==> config.mk <==
export PLATFORM = sky130hd
export DESIGN_NAME = i2c_slave_core_flat
export DESIGN_NICKNAME = d
export VERILOG_FILES = /design/src/rtl/i2c_slave_core_if.sv /design/src/rtl/i2c_slave_core.sv /design/src/flat_wrapper.sv
export SDC_FILE = /design/constraint.sdc
export NUM_CORES = 1
export LEC_CHECK = 0
export ABC_CLOCK_PERIOD_IN_PS = 1850
export BUFFER_PORTS_ARGS = -buffer_cell sky130_fd_sc_hd__buf_2
export CORE_MARGIN = 5
export CORE_UTILIZATION = 25
export CTS_CLUSTER_SIZE = 14
export DETAILED_ROUTE_END_ITERATION = 16
export GPL_TIMING_DRIVEN = 1
export RECOVER_POWER = 100
export REMOVE_ABC_BUFFERS = 1
export SYNTH_ARGS = -nofsm -noshare
export SYNTH_HDL_FRONTEND = slang
export SYNTH_SLANG_ARGS = --single-unit
==> constraint.sdc <==
create_clock -name i2c_core_clock_i -period 1.85 [get_ports i2c_core_clock_i]
set_clock_uncertainty 0.05 [all_clocks]
set_input_delay 0.0925 -clock i2c_core_clock_i [delete_from_list [all_inputs] [get_ports i2c_core_clock_i]]
set_output_delay 0.0925 -clock i2c_core_clock_i [all_outputs]
set_load 0.03 [all_outputs]
==> src/rtl/i2c_slave_core_if.sv <==
// i2c_slave_core_if: bus pins and FIFO handshakes of the I2C slave core
//   enable_bit_i          slave participates when 1
//   scl_i / sda_i         asynchronous bus levels
//   sda_o                 0 pulls SDA low, 1 releases
//   rx_data_o/rx_valid_o  received byte and one-cycle push strobe
//   rev_fifo_full_i       receive FIFO full
//   tx_data_i             head of transmit FIFO
//   trans_fifo_empty_i    transmit FIFO empty
//   tx_read_o             one-cycle pop strobe
//   busy_o / rw_o         addressed flag and latched R/W bit
interface i2c_slave_core_if;
    logic       enable_bit_i;
    logic       scl_i;
    logic       sda_i;
    logic       sda_o;
    logic [7:0] rx_data_o;
    logic       rx_valid_o;
    logic       rev_fifo_full_i;
    logic [7:0] tx_data_i;
    logic       trans_fifo_empty_i;
    logic       tx_read_o;
    logic       busy_o;
    logic       rw_o;
    modport slave (
        input  enable_bit_i, scl_i, sda_i, rev_fifo_full_i, tx_data_i, trans_fifo_empty_i,
        output sda_o, rx_data_o, rx_valid_o, tx_read_o, busy_o, rw_o
    );
    modport master (
        output enable_bit_i, scl_i, sda_i, rev_fifo_full_i, tx_data_i, trans_fifo_empty_i,
        input  sda_o, rx_data_o, rx_valid_o, tx_read_o, busy_o, rw_o
    );
endinterface

==> src/rtl/i2c_slave_core.sv <==
// i2c_slave_core: byte-level I2C target with 7-bit address match and FIFO handshakes
//   i2c_core_clock_i  core clock
//   reset_bit_i       synchronous active-high reset
//   bus               i2c_slave_core_if.slave (bus pins, rx push, tx pop, status)
//   Optional glitch filter on SCL/SDA: define I2C_SLAVE_GLITCH_FILTER_EN
module i2c_slave_core #(
    parameter logic [6:0] SLAVE_ADDR   = 7'h55,
    parameter int         FILTER_DEPTH = 3
) (
    input logic             i2c_core_clock_i,
    input logic             reset_bit_i,
    i2c_slave_core_if.slave bus
);
    typedef enum logic [2:0] {IDLE, ADDR, ADDR_ACK, WR_DATA, WR_ACK, RD_DATA, RD_ACK, WAIT_STOP} state_t;
    state_t     state_q, state_d;
    // bit 0 = SCL, bit 1 = SDA
    logic [1:0] sync_a, sync_b, lvl, lvl_q;
    logic       scl, sda, scl_p, sda_p, rise, fall, start, stop, addr_hit, load;
    logic [3:0] cnt_q, cnt_d;
    logic [7:0] shreg_q, shreg_d, rx_data_q, rx_data_d;
    logic       sda_q, sda_d, rx_valid_q, rx_valid_d, tx_read_q, tx_read_d;
    logic       busy_q, busy_d, rw_q, rw_d;
    always_ff @(posedge i2c_core_clock_i) begin
        if (reset_bit_i) begin
            sync_a <= 2'b11;
            sync_b <= 2'b11;
            lvl_q  <= 2'b11;
        end else begin
            sync_a <= {bus.sda_i, bus.scl_i};
            sync_b <= sync_a;
            lvl_q  <= lvl;
        end
    end
`ifdef I2C_SLAVE_GLITCH_FILTER_EN
    localparam int CW = $clog2(FILTER_DEPTH + 1);
    logic [CW-1:0] fcnt [2];
    // a new level is accepted only after FILTER_DEPTH consecutive samples of it
    always_ff @(posedge i2c_core_clock_i) begin
        if (reset_bit_i) begin
            lvl  <= 2'b11;
            fcnt <= '{default: '0};
        end else begin
            for (int i = 0; i < 2; i++) begin
                if (sync_b[i] == lvl[i]) begin
                    fcnt[i] <= '0;
                end else if (fcnt[i] == CW'(FILTER_DEPTH - 1)) begin
                    lvl[i]  <= sync_b[i];
                    fcnt[i] <= '0;
                end else begin
                    fcnt[i] <= fcnt[i] + 1'b1;
                end
            end
        end
    end
`else
    logic unused_filter_depth;
    assign unused_filter_depth = FILTER_DEPTH != 0;
    assign lvl = sync_b;
`endif
    assign scl      = lvl[0];
    assign sda      = lvl[1];
    assign scl_p    = lvl_q[0];
    assign sda_p    = lvl_q[1];
    assign rise     = scl & ~scl_p;
    assign fall     = ~scl & scl_p;
    // SCL must be stable high, so START/STOP never coincide with a data sample
    assign start    = scl & scl_p & ~sda & sda_p;
    assign stop     = scl & scl_p & sda & ~sda_p;
    assign addr_hit = shreg_q[6:0] == SLAVE_ADDR;
    always_ff @(posedge i2c_core_clock_i) begin
        if (reset_bit_i) begin
            state_q    <= IDLE;
            cnt_q      <= 4'd0;
            shreg_q    <= 8'h00;
            sda_q      <= 1'b1;
            rx_data_q  <= 8'h00;
            rx_valid_q <= 1'b0;
            tx_read_q  <= 1'b0;
            busy_q     <= 1'b0;
            rw_q       <= 1'b0;
        end else begin
            state_q    <= state_d;
            cnt_q      <= cnt_d;
            shreg_q    <= shreg_d;
            sda_q      <= sda_d;
            rx_data_q  <= rx_data_d;
            rx_valid_q <= rx_valid_d;
            tx_read_q  <= tx_read_d;
            busy_q     <= busy_d;
            rw_q       <= rw_d;
        end
    end
    // ACK slots: cnt 8 = waiting for the fall that starts the drive, 9 = driving
    always_comb begin
        state_d = state_q;
        if (!bus.enable_bit_i) begin
            state_d = IDLE;
        end else if (start) begin
            state_d = ADDR;
        end else if (stop) begin
            state_d = IDLE;
        end else begin
            case (state_q)
                ADDR:     if (rise && cnt_q == 4'd7) state_d = addr_hit ? ADDR_ACK : WAIT_STOP;
                ADDR_ACK: if (fall && cnt_q == 4'd9) state_d = rw_q ? RD_DATA : WR_DATA;
                WR_DATA:  if (rise && cnt_q == 4'd7) state_d = bus.rev_fifo_full_i ? WAIT_STOP : WR_ACK;
                WR_ACK:   if (fall && cnt_q == 4'd9) state_d = WR_DATA;
                RD_DATA:  if (fall && cnt_q == 4'd7) state_d = RD_ACK;
                RD_ACK:   state_d = (rise && sda) ? WAIT_STOP : (fall && cnt_q == 4'd9) ? RD_DATA : RD_ACK;
                default:  state_d = state_q;
            endcase
        end
    end
    always_comb begin
        cnt_d      = cnt_q;
        shreg_d    = shreg_q;
        sda_d      = sda_q;
        rx_data_d  = rx_data_q;
        rx_valid_d = 1'b0;
        tx_read_d  = 1'b0;
        busy_d     = busy_q;
        rw_d       = rw_q;
        load       = 1'b0;
        if (!bus.enable_bit_i || start || stop) begin
            sda_d  = 1'b1;
            busy_d = 1'b0;
            cnt_d  = 4'd0;
        end else begin
            case (state_q)
                ADDR: if (rise) begin
                    shreg_d = {shreg_q[6:0], sda};
                    cnt_d   = cnt_q + 4'd1;
                    if (cnt_q == 4'd7 && addr_hit) begin
                        rw_d   = sda;
                        busy_d = 1'b1;
                    end
                end
                ADDR_ACK, WR_ACK: if (fall) begin
                    cnt_d = (cnt_q == 4'd8) ? 4'd9 : 4'd0;
                    sda_d = cnt_q != 4'd8;
                    load  = cnt_q == 4'd9 && state_q == ADDR_ACK && rw_q;
                end
                WR_DATA: if (rise) begin
                    shreg_d = {shreg_q[6:0], sda};
                    cnt_d   = cnt_q + 4'd1;
                    if (cnt_q == 4'd7 && !bus.rev_fifo_full_i) begin
                        rx_data_d  = {shreg_q[6:0], sda};
                        rx_valid_d = 1'b1;
                    end
                end
                // after the 8th bit the line is released for the master's ACK
                RD_DATA: if (fall) begin
                    cnt_d   = cnt_q + 4'd1;
                    shreg_d = {shreg_q[6:0], 1'b1};
                    sda_d   = (cnt_q == 4'd7) | shreg_q[6];
                end
                RD_ACK: begin
                    if (rise && !sda) cnt_d = 4'd9;
                    load = fall && cnt_q == 4'd9;
                end
                default: sda_d = 1'b1;
            endcase
            if (load) begin
                shreg_d   = bus.trans_fifo_empty_i ? 8'hFF : bus.tx_data_i;
                sda_d     = bus.trans_fifo_empty_i | bus.tx_data_i[7];
                tx_read_d = !bus.trans_fifo_empty_i;
                cnt_d     = 4'd0;
            end
        end
    end
    assign bus.sda_o      = sda_q;
    assign bus.rx_data_o  = rx_data_q;
    assign bus.rx_valid_o = rx_valid_q;
    assign bus.tx_read_o  = tx_read_q;
    assign bus.busy_o     = busy_q;
    assign bus.rw_o       = rw_q;
endmodule

==> src/flat_wrapper.sv <==
// flat-port wrapper written by rule: the top's interface ports become plain ports
module i2c_slave_core_flat 
#(
    parameter logic [6:0] SLAVE_ADDR   = 7'h55,
    parameter int         FILTER_DEPTH = 3
)
  (i2c_core_clock_i, reset_bit_i, bus_enable_bit_i, bus_scl_i, bus_sda_i, bus_rev_fifo_full_i, bus_tx_data_i, bus_trans_fifo_empty_i, bus_sda_o, bus_rx_data_o, bus_rx_valid_o, bus_tx_read_o, bus_busy_o, bus_rw_o);
  i2c_slave_core_if bus_i ();
  input logic i2c_core_clock_i;
  input logic reset_bit_i;
  input wire logic [$bits(bus_i.enable_bit_i)-1:0] bus_enable_bit_i;
  input wire logic [$bits(bus_i.scl_i)-1:0] bus_scl_i;
  input wire logic [$bits(bus_i.sda_i)-1:0] bus_sda_i;
  input wire logic [$bits(bus_i.rev_fifo_full_i)-1:0] bus_rev_fifo_full_i;
  input wire logic [$bits(bus_i.tx_data_i)-1:0] bus_tx_data_i;
  input wire logic [$bits(bus_i.trans_fifo_empty_i)-1:0] bus_trans_fifo_empty_i;
  output wire logic [$bits(bus_i.sda_o)-1:0] bus_sda_o;
  output wire logic [$bits(bus_i.rx_data_o)-1:0] bus_rx_data_o;
  output wire logic [$bits(bus_i.rx_valid_o)-1:0] bus_rx_valid_o;
  output wire logic [$bits(bus_i.tx_read_o)-1:0] bus_tx_read_o;
  output wire logic [$bits(bus_i.busy_o)-1:0] bus_busy_o;
  output wire logic [$bits(bus_i.rw_o)-1:0] bus_rw_o;
  assign bus_i.enable_bit_i = bus_enable_bit_i;
  assign bus_i.scl_i = bus_scl_i;
  assign bus_i.sda_i = bus_sda_i;
  assign bus_i.rev_fifo_full_i = bus_rev_fifo_full_i;
  assign bus_i.tx_data_i = bus_tx_data_i;
  assign bus_i.trans_fifo_empty_i = bus_trans_fifo_empty_i;
  assign bus_sda_o = bus_i.sda_o;
  assign bus_rx_data_o = bus_i.rx_data_o;
  assign bus_rx_valid_o = bus_i.rx_valid_o;
  assign bus_tx_read_o = bus_i.tx_read_o;
  assign bus_busy_o = bus_i.busy_o;
  assign bus_rw_o = bus_i.rw_o;
  i2c_slave_core #(.SLAVE_ADDR(SLAVE_ADDR), .FILTER_DEPTH(FILTER_DEPTH)) u_core (.i2c_core_clock_i(i2c_core_clock_i), .reset_bit_i(reset_bit_i), .bus(bus_i));
endmodule
-- Word level (Yosys, flattened, before mapping)
Index checks and enable logic that the tools add are counted.
- bits in registers: 33
- input bits: 15
- logic and storage cells: 129
- add/sub/neg operators: 1
- equal/unequal tests: 29
- multiplexer cells: 32
- bitwise logic cells: 18
- reduce and logical (&&, ||, !) cells: 36
- operators with widths (operator ; number):
    $mux W7 ; 4
    $mux W3 ; 8
    $mux W4 ; 5
    $ne A2 B1 Y1 const B ; 10
    $ne A4 B1 Y1 const B ; 5
    $pmux W3 S6 ; 1
    $pmux W4 S4 ; 1
    $pmux W7 S2 ; 1
    $reduce_and A4 Y1 ; 3
    $reduce_and A6 Y1 ; 2
    $eq A3 B3 Y1 const B ; 3
    $logic_and A1 B1 Y1 ; 9
    $ne A3 B1 Y1 const B ; 3
    $not A1 Y1 ; 9
    $reduce_or A3 Y1 ; 3
    $eq A4 B4 Y1 const B ; 2
    $mux W1 ; 8
    $reduce_bool A8 Y1 ; 1
    $reduce_or A2 Y1 ; 4
    $reduce_or A4 Y1 ; 2
    $and A1 B1 Y1 ; 7
    $eq A7 B7 Y1 const B ; 1
    $eq A3 B2 Y1 const B ; 2
    $reduce_and A3 Y1 ; 2
    14 further kinds ; 20

-- Depth between registers and ports, before layout
Gate-level depths: netlist of run 1.
- depth in word-level cells: 8
- mapped depth: 8
- depth with buffers taken out: 7

-- Least setup slack after synthesis of run 1
Ideal clock, no wire load.
- path type: register to register
- from: reg u_core.cnt_q[0]
- to: reg u_core.rx_data_q[0] (netlist: u_core.bus.rx_data_o[0])
- arrival time: 1.683 ns
- data required time: 1.672 ns
- slack: -0.010 ns
- cell stages (with the launch flop): 7
- path buffers: 0
- clock period less this slack: 1.860 ns
- cell sequence: dfxtp_1 -> ha_1 -> and3b_2 -> nand3_4 -> nor4_4 -> mux2i_1 -> nor2_1
- word-level cells in the longest chain between the ends: 3
- ends and longest elaborated chain (item ; line ; source):
    start, declared ; i2c_slave_core.sv:19 ; logic [3:0] cnt_q, cnt_d;
    start signal, assigned ; i2c_slave_core.sv:83 ; cnt_q <= cnt_d;
    $eq A4 B3 Y1 ; i2c_slave_core.sv:146 ; if (cnt_q == 4'd7 && !bus.rev_fifo_full_i) begin
    $logic_and A1 B1 Y1 ; i2c_slave_core.sv:146 ;
    $reduce_and A4 Y1 (no line) ; n/a ;
    end signal, assigned ; i2c_slave_core.sv:86 ; rx_data_q <= rx_data_d;
    end, declared ; i2c_slave_core.sv:20 ; logic [7:0] shreg_q, shreg_d, rx_data_q, rx_data_d;
No other way between the ends.
A chain may end at the register's enable or synchronous reset.

-- Worst setup path after layout of run 1
- from: reg u_core.cnt_q[1]
- to: reg u_core.shreg_q[0]
- word-level cells in the longest chain between the ends: 8
- elaborated cells on any way between the ends: 12
- those cells by class: 3 x eq/ne; 4 x mux; 5 x reduce/logical
- ends and longest elaborated chain (item ; line ; source):
    $eq A4 B4 Y1 (*) ; i2c_slave_core.sv:141, i2c_slave_core.sv:159 ;
    $logic_and A1 B1 Y1 (2 in a row) ; i2c_slave_core.sv:141 ; load = cnt_q == 4'd9 && state_q == ADDR_ACK && rw_q;
    $mux W1 ; i2c_slave_core.sv:138 ; ADDR_ACK, WR_ACK: if (fall) begin
    $pmux W1 S2 (*) ; i2c_slave_core.sv:129 ; case (state_q)
    $mux W1 (*) ; i2c_slave_core.sv:124 ; if (!bus.enable_bit_i || start || stop) begin
    $ne A3 B1 Y1 (no line) or $reduce_bool A3 Y1 (tied branches) ; n/a ;
    $reduce_and A4 Y1 (no line) ; n/a ;
    end signal, assigned ; i2c_slave_core.sv:84 ; shreg_q <= shreg_d;
    end, declared ; i2c_slave_core.sv:20 ;
Mark *: on every way between the ends. The rest lies on a longest branch, timed or not. The select of a mux whose other input is x is not followed.

==> metrics.cfg, run 1 <==
[timing]
slew-limit-headroom_pct=73.6
min_period_ns=1.83
setup_viol_count_final=0
hold_viol_final=0
grt_setup_unrepaired=true
max_freq_mhz=546
whs_ns=0.0246
slew_violations=0
worst_pin_slew_ns=0.398
fin_crit_sh_pct=98.9

[routing]
wl_per_cell_um=13.7
final_antenna_net_count=0
vias=1800
drt_iter0_markers=91
wl_mm=5.18
dr.pass1.iters=4
drc=0
routed_via_density=4.76

[synthesis]
netlist_area_um2=1870
synth-edff-count=0
yosysUniqueCellTypes=55
yosys_warnings=0
async_reset_ff_share_pct=0
synth_flop_cell=dfxtp_1
syn_inst=216
synth_seq_area_share_pct=35.3
ys_seq_elements=33
syn_avg_cell_area_um2=8.67

[critical_path]
crit_path_start_kind=register
worstPathArrival_ns=1.95
r2r_slack_ns=0.02
crit_buf_inv=2
cp-end-kind=register
r2r_start=u_core.cnt_q[1]
critical_path_class=register to register
path_cells=inv_2, ha_4, and3b_2, o2111ai_4, a221oi_2, buf_2, nand2b_1, a21oi_1
crit_fanout=7
max_stage_delay_ns=0.34
crit_required_ns=1.97
path_delay_family=compound AO/OA/AOI/OAI gates
timing.critical_path.from=u_core.cnt_q[1]
crit_slowest_cell=dfxtp_2

[cells_and_area]
fin_nets=296
area_growth_pct=34.9
drive_above_1_share_pct=33.7
diodes=0
fin_cells=378

[clock_network]
cts_root_buf=clkbuf_8
cts_tree=done
cts_sinks=33
clock_latency_ns=0.29
clockBufferDepth=2
cts_max_level=2
cts_buffers=5
cts.clk_slew.worst_paths_ns=0.08

[placement]
place_congestion=0.911
portBuffers=27
place_inst=364
hpwlAfterDp_mm=3.74

[grt]
grt_pass1_vias=1691
grt_use_total_pct=11.5
grt_antenna_before_repair=0
grt_start_max_net_pins=24
grt_pass1_wl_mm=8.42
overflow=0

[floorplanning]
coreArea_um2=7250
fp.dieH_um=96.5
initial_utilization_pct=25.8
die_area_um2=9320
chipWidth_um=96.5
ios=28
rows=31

[hold_path]
worstHoldStart=bus_trans_fifo_empty_i
hold_path_class=input port to register

[power_and_ir_drop]
p_per_area_nw_per_um2=541
p_leak_nw=0.890
ir_drop_uv=314

[job]
cap_violations=0

[run_status]
status=completed

[cell usage after synthesis (all sizes together), types with 4 or more instances]
master	count	area [µm²]
nor2b	7	43.8
nand2	9	33.8
o211ai	8	60.1
nand3	4	32.5
clkbuf	4	15.0
dfxtp	33	661
nor3b	4	30.0
a21oi	17	88.8
nand2b	14	87.6
nor3	4	20.0
o21ai	10	53.8
buf	7	43.8
inv	4	15.0
or3	7	43.8
mux2i	10	100
or2	8	50.1
nor2	22	82.6
[final timing paths]
path | endpoint | cells after the start
hold / removal | u_core.bus.tx_read_o | 2
setup reg to reg | u_core.shreg_q[0] | 8
hold reg to reg | u_core.lvl[1] | 1
setup / recovery | u_core.shreg_q[0] | 8
[cell usage in the layout (no fill, tap or decap), types with 4 or more instances in the layout]
cell	n
nor2b_1	6
dfxtp_1	29
clkbuf_8	5
nor3_1	4
buf_2	16
nor2_1	19
or2_2	7
nand2_1	9
o21ai_0	9
nor3b_1	4
a21oi_1	15
clkbuf_1	13
buf_4	31
mux2i_1	10
or3_1	7
nand2b_1	14
o211ai_1	8
[cell type report]
cell class,count,area [µm²]
clock inverter,3,22.5
tap,99,124
timing repair buffer,66,425
sequential,33,668
multi-input combinational,168,1200
clock buffer,5,68.8
fill,756,4730
inverter,4,15.0
[kinds of logic (layout without fill, tap and decap cells)]
| group | Yosys count | in the layout | share of synthesized area, % |
|---|---|---|---|
| compound gates | 58 | 58 | 21.3 |
| flops | 33 | 33 | 35.3 |
| xor+xnor | 1 | 1 | 0.869 |
| buf+inv | 15 | 78 | 3.94 |
| mux | 10 | 10 | 5.35 |
| fa+ha+maj | 3 | 3 | 2.01 |
| simple gates | 96 | 96 | 31.3 |
[flip-flops by register name (all words and copies together), names as in the netlist, 2 cells and up]
| name | cells |
|---|---|
| u_core.bus.rx_data_o | 8 |
| u_core.shreg_q | 7 |
| u_core.cnt_q | 4 |
| u_core.state_q | 3 |
| u_core.lvl | 2 |
| u_core.lvl_q | 2 |
| u_core.sync_a | 2 |
[repair_timing]
item | 4_1_cts | 5_1_grt
gates cloned | 2 | 0
endpoints found under the hold margin | 2 | 0
hold buffers | 2 | 0
setup endpoints to repair | 2 | 23
pin swaps | 6 | 9
gates resized for setup | 11 | 17
buffers inserted | 1 | 1
[power breakdown]
group / leakage [nW] / total [mW] / switching (mW) / internal, mW
clock network: 0.0364 / 0.557 / 0.293 / 0.264
logic: 0.585 / 0.0882 / 0.0492 / 0.0391
registers: 0.269 / 0.722 / 0.00676 / 0.715
total: 0.890 / 1.37 / 0.349 / 1.02
[worst reg2reg max path: stages, from the launching register on]
cell and delay, ns:
dfxtp_2 0.34, inv_2 0.07, ha_4 0.13, and3b_2 0.23, o2111ai_4 0.15, a221oi_2 0.33, buf_2 0.23, nand2b_1 0.12
a21oi_1 0.06
[metal layers]
layer  global-route usage [%]  up-vias  part of all wire [%]
met5                        0        -                     0
met2                     16.6       36                    43
met3                     2.56        7                   4.1
met4                     3.15        0                   1.7
met1                     17.0      836                    51
li1                         -      921                     -
[metrics by stage]
stage	TNS (ns)	worst slack, ns	power (mW)	utilization, %	cell area (µm²)
2_1_floorplan	-2.19	-0.292	0.777	-	1810
3_3_place_gp	0	0.000727	0.822	32.2	2330
3_5_place_dp	-0.0222	-0.0198	0.822	32.2	2330
4_1_cts	0	0.00821	1.38	34.5	2500
5_1_grt	-0.979	-0.0901	1.42	34.8	2520
6_report	0	0.0200	1.37	34.8	2520
Note: power is estimated with default switching activity, not from simulation.
==> inputs of run 2 (changes only) <==
--- a/config.mk
+++ b/config.mk
@@ -5,13 +5,14 @@
 export SDC_FILE = /design/constraint.sdc
 export NUM_CORES = 1
 export LEC_CHECK = 0
-export ABC_CLOCK_PERIOD_IN_PS = 1850
+export ABC_CLOCK_PERIOD_IN_PS = 1700
 export BUFFER_PORTS_ARGS = -buffer_cell sky130_fd_sc_hd__buf_2
 export CORE_MARGIN = 5
 export CORE_UTILIZATION = 25
 export CTS_CLUSTER_SIZE = 14
 export DETAILED_ROUTE_END_ITERATION = 16
 export GPL_TIMING_DRIVEN = 1
+export HOLD_SLACK_MARGIN = 0.05
 export RECOVER_POWER = 100
 export REMOVE_ABC_BUFFERS = 1
 export SYNTH_ARGS = -nofsm -noshare
==> constraint.sdc (replaced) <==
create_clock -name i2c_core_clock_i -period 1.7 [get_ports i2c_core_clock_i]
set_clock_uncertainty 0.05 [all_clocks]
set_input_delay 0.085 -clock i2c_core_clock_i [delete_from_list [all_inputs] [get_ports i2c_core_clock_i]]
set_output_delay 0.085 -clock i2c_core_clock_i [all_outputs]
set_load 0.03 [all_outputs]
==> metrics.cfg, run 2 (synthesis results as in run 1) <==
[power_and_ir_drop]
design_power_total_mw=1.67  ; was 1.37 mW
seq_power_share_pct=46.6  ; was 52.8%
switching_share_pct=22.1  ; was 25.5%
combPwrFrac_pct=6.7  ; was 6.5%
clockPowerShare_pct=46.7  ; was 40.7%
intPower_mw=1.30  ; was 1.02 mW
p_switching_uw=371  ; was 349 µW
p_per_area_nw_per_um2=592  ; was 541 nW/µm²
p_leak_nw=1.04  ; was 0.890 nW
ir_drop_uv=400  ; was 314 µV

[cells_and_area]
final_common_cell=buf_4  ; unchanged
diodes=0  ; unchanged
area_growth_pct=51.1  ; was 34.9%
fin_cells=398  ; was 378
drive_above_1_share_pct=40.8  ; was 33.7%
final_cell_mix=buf_4, dfxtp_1, nor2_1  ; unchanged
stdcell_area_um2=2830  ; was 2520 µm²
fin_nets=316  ; was 296
largest_reg_flops=8  ; unchanged

[critical_path]
r2r_end=u_core.state_q[1]  ; was u_core.shreg_q[0]
worstPathArrival_ns=1.98  ; was 1.95 ns
critical_path_class=register to register  ; unchanged
r2r_start=u_core.cnt_q[0]  ; was u_core.cnt_q[1]
crit_path_start_kind=register  ; unchanged
cp-end-kind=register  ; unchanged
crit_fanout=6  ; was 7
r2r_slack_ns=-0.15  ; was 0.02 ns
crit_required_ns=1.83  ; was 1.97 ns
reg2reg_depth=7  ; was 8

[clock_network]
clock_latency_ns=0.28  ; was 0.29 ns
clockBufferDepth=2  ; unchanged
cts_sinks=33  ; unchanged
cts_buffers=5  ; unchanged
cts_root_buf=clkbuf_8  ; unchanged
cts.clk_slew.worst_paths_ns=0.07  ; was 0.08 ns
cts_tree=done  ; unchanged
cts_max_level=2  ; unchanged

[floorplanning]
rows=31  ; unchanged
initial_utilization_pct=25.8  ; unchanged
chipWidth_um=96.5  ; unchanged
coreArea_um2=7250  ; unchanged
die_area_um2=9320  ; unchanged
ios=28  ; unchanged
fp.dieH_um=96.5  ; unchanged

[routing]
routed_via_density=4.75  ; was 4.76
wl_per_cell_um=14.4  ; was 13.7 µm
wl_mm=5.74  ; was 5.18 mm
final_antenna_net_count=0  ; unchanged
drc=0  ; unchanged
drt_iter0_markers=112  ; was 91
vias=1891  ; was 1,800
dr.pass1.iters=4  ; unchanged

[hold_path]
hold_path_depth=3  ; was 2
holdPathEnd=u_core.bus.rx_valid_o  ; was u_core.bus.tx_read_o
hold_path_class=input port to register  ; unchanged
worstHoldStart=bus_rev_fifo_full_i  ; was bus_trans_fifo_empty_i

[timing]
worst_pin_slew_ns=0.541  ; was 0.398 ns
hold_viol_final=0  ; unchanged
setup_viol_count_final=20  ; was 0
slew-limit-headroom_pct=63.8  ; was 73.6%
max_freq_mhz=541  ; was 546 MHz
setup_slack_ns=-0.148  ; was 0.0200 ns
min_period_ns=1.85  ; was 1.83 ns
grt_setup_unrepaired=true  ; unchanged
fin_crit_sh_pct=109  ; was 98.9%
slew_violations=0  ; unchanged

[placement]
place_inst=378  ; was 364
portBuffers=27  ; unchanged
hpwlAfterDp_mm=4.16  ; was 3.74 mm
dpl_cell_area_um2=2440  ; was 2330 µm²
place_congestion=0.869  ; was 0.911

[grt]
grt_pass1_wl_mm=9.34  ; was 8.42 mm
grt_use_total_pct=12.9  ; was 11.5%
grt_pass1_vias=1898  ; was 1,691
overflow=0  ; unchanged
grt_start_max_net_pins=24  ; unchanged
grt_antenna_before_repair=0  ; unchanged

[run_status]
status=finished, violations left  ; was completed
violations=setup timing

[job]
cap_violations=0  ; unchanged

==> run 2: cell types whose count changed in the layout (fill, tap and decap cells not counted), moves of 2 or more <==
cell	before	now
nor3b_1	4	2
clkinvlp_4	3	0
dfxtp_2	3	1
dfxtp_4	1	4
clkbuf_1	13	15
buf_4	31	49
nor3b_2	0	2
==> run 2: layer usage <==
| layer | GRT usage, % | routed length [µm] |
|---|---|---|
| met1 | 18.1 | 2890 |
| met2 | 20.3 | 2620 |
| met3 | 2.17 | 186 |
| met4 | 3.27 | 48 |
| met5 | 0 | 0 |
==> run 2: what timing repair did <==
action	4_1_cts	5_1_grt
setup endpoints to repair	23	24
gates cloned	2	0
setup buffers	4	3
hold buffers	3	0
pin swaps	14	13
hold endpoints to repair	3	0
resized for setup	28	23
==> run 2: cell type report <==
cell class                      instances  area, µm²
Clock buffer                            7       86.3
Clock inverter                          1       30.0
Fill cell                             761       4430
Inverter                                4       17.5
Multi-Input combinational cell        168       1310
Sequential cell                        33        677
Tap cell                               99        124
Timing Repair Buffer                   86        581
==> run 2: power groups by stage <==
stage	sequential, mW	clock (mW)	combinational (mW)
after floorplan	0.806	0	0.0397
after global placement	0.804	0	0.0951
after detailed placement	0.805	0	0.0960
after CTS	0.783	0.800	0.106
after global routing	0.782	0.837	0.124
final	0.781	0.781	0.113
==> run 2: per-stage QoR <==
stage	setup TNS, ns	hold WS (ns)	setup WS (ns)	util (%)
floorplan	-4.90	0.104	-0.442	-
global placement	-1.45	0.220	-0.114	33.6
detailed placement	-2.35	0.223	-0.189	33.6
CTS	-1.16	0.0616	-0.118	37.6
global route	-3.85	0.105	-0.231	39.0
finish	-1.27	0.0735	-0.148	39.0
==> run 2: critical path, stage by stage (launching register included) <==
cell and delay [ns]:
dfxtp_4 0.38, ha_4 0.13, and3b_2 0.25, nand3_4 0.15, buf_6 0.15, a221o_1 0.41
mux2i_1 0.17, nor2_1 0.05
==> run 2: worst max-delay path by stage <==
stage	from	end
finish	u_core.cnt_q[0]	u_core.state_q[1]
CTS	u_core.cnt_q[1]	u_core.shreg_q[2]
global route	u_core.cnt_q[0]	u_core.state_q[1]
floorplan	u_core.state_q[1]	u_core.shreg_q[0]
detailed placement	u_core.cnt_q[1]	u_core.bus.sda_o
global placement	u_core.cnt_q[1]	u_core.bus.sda_o
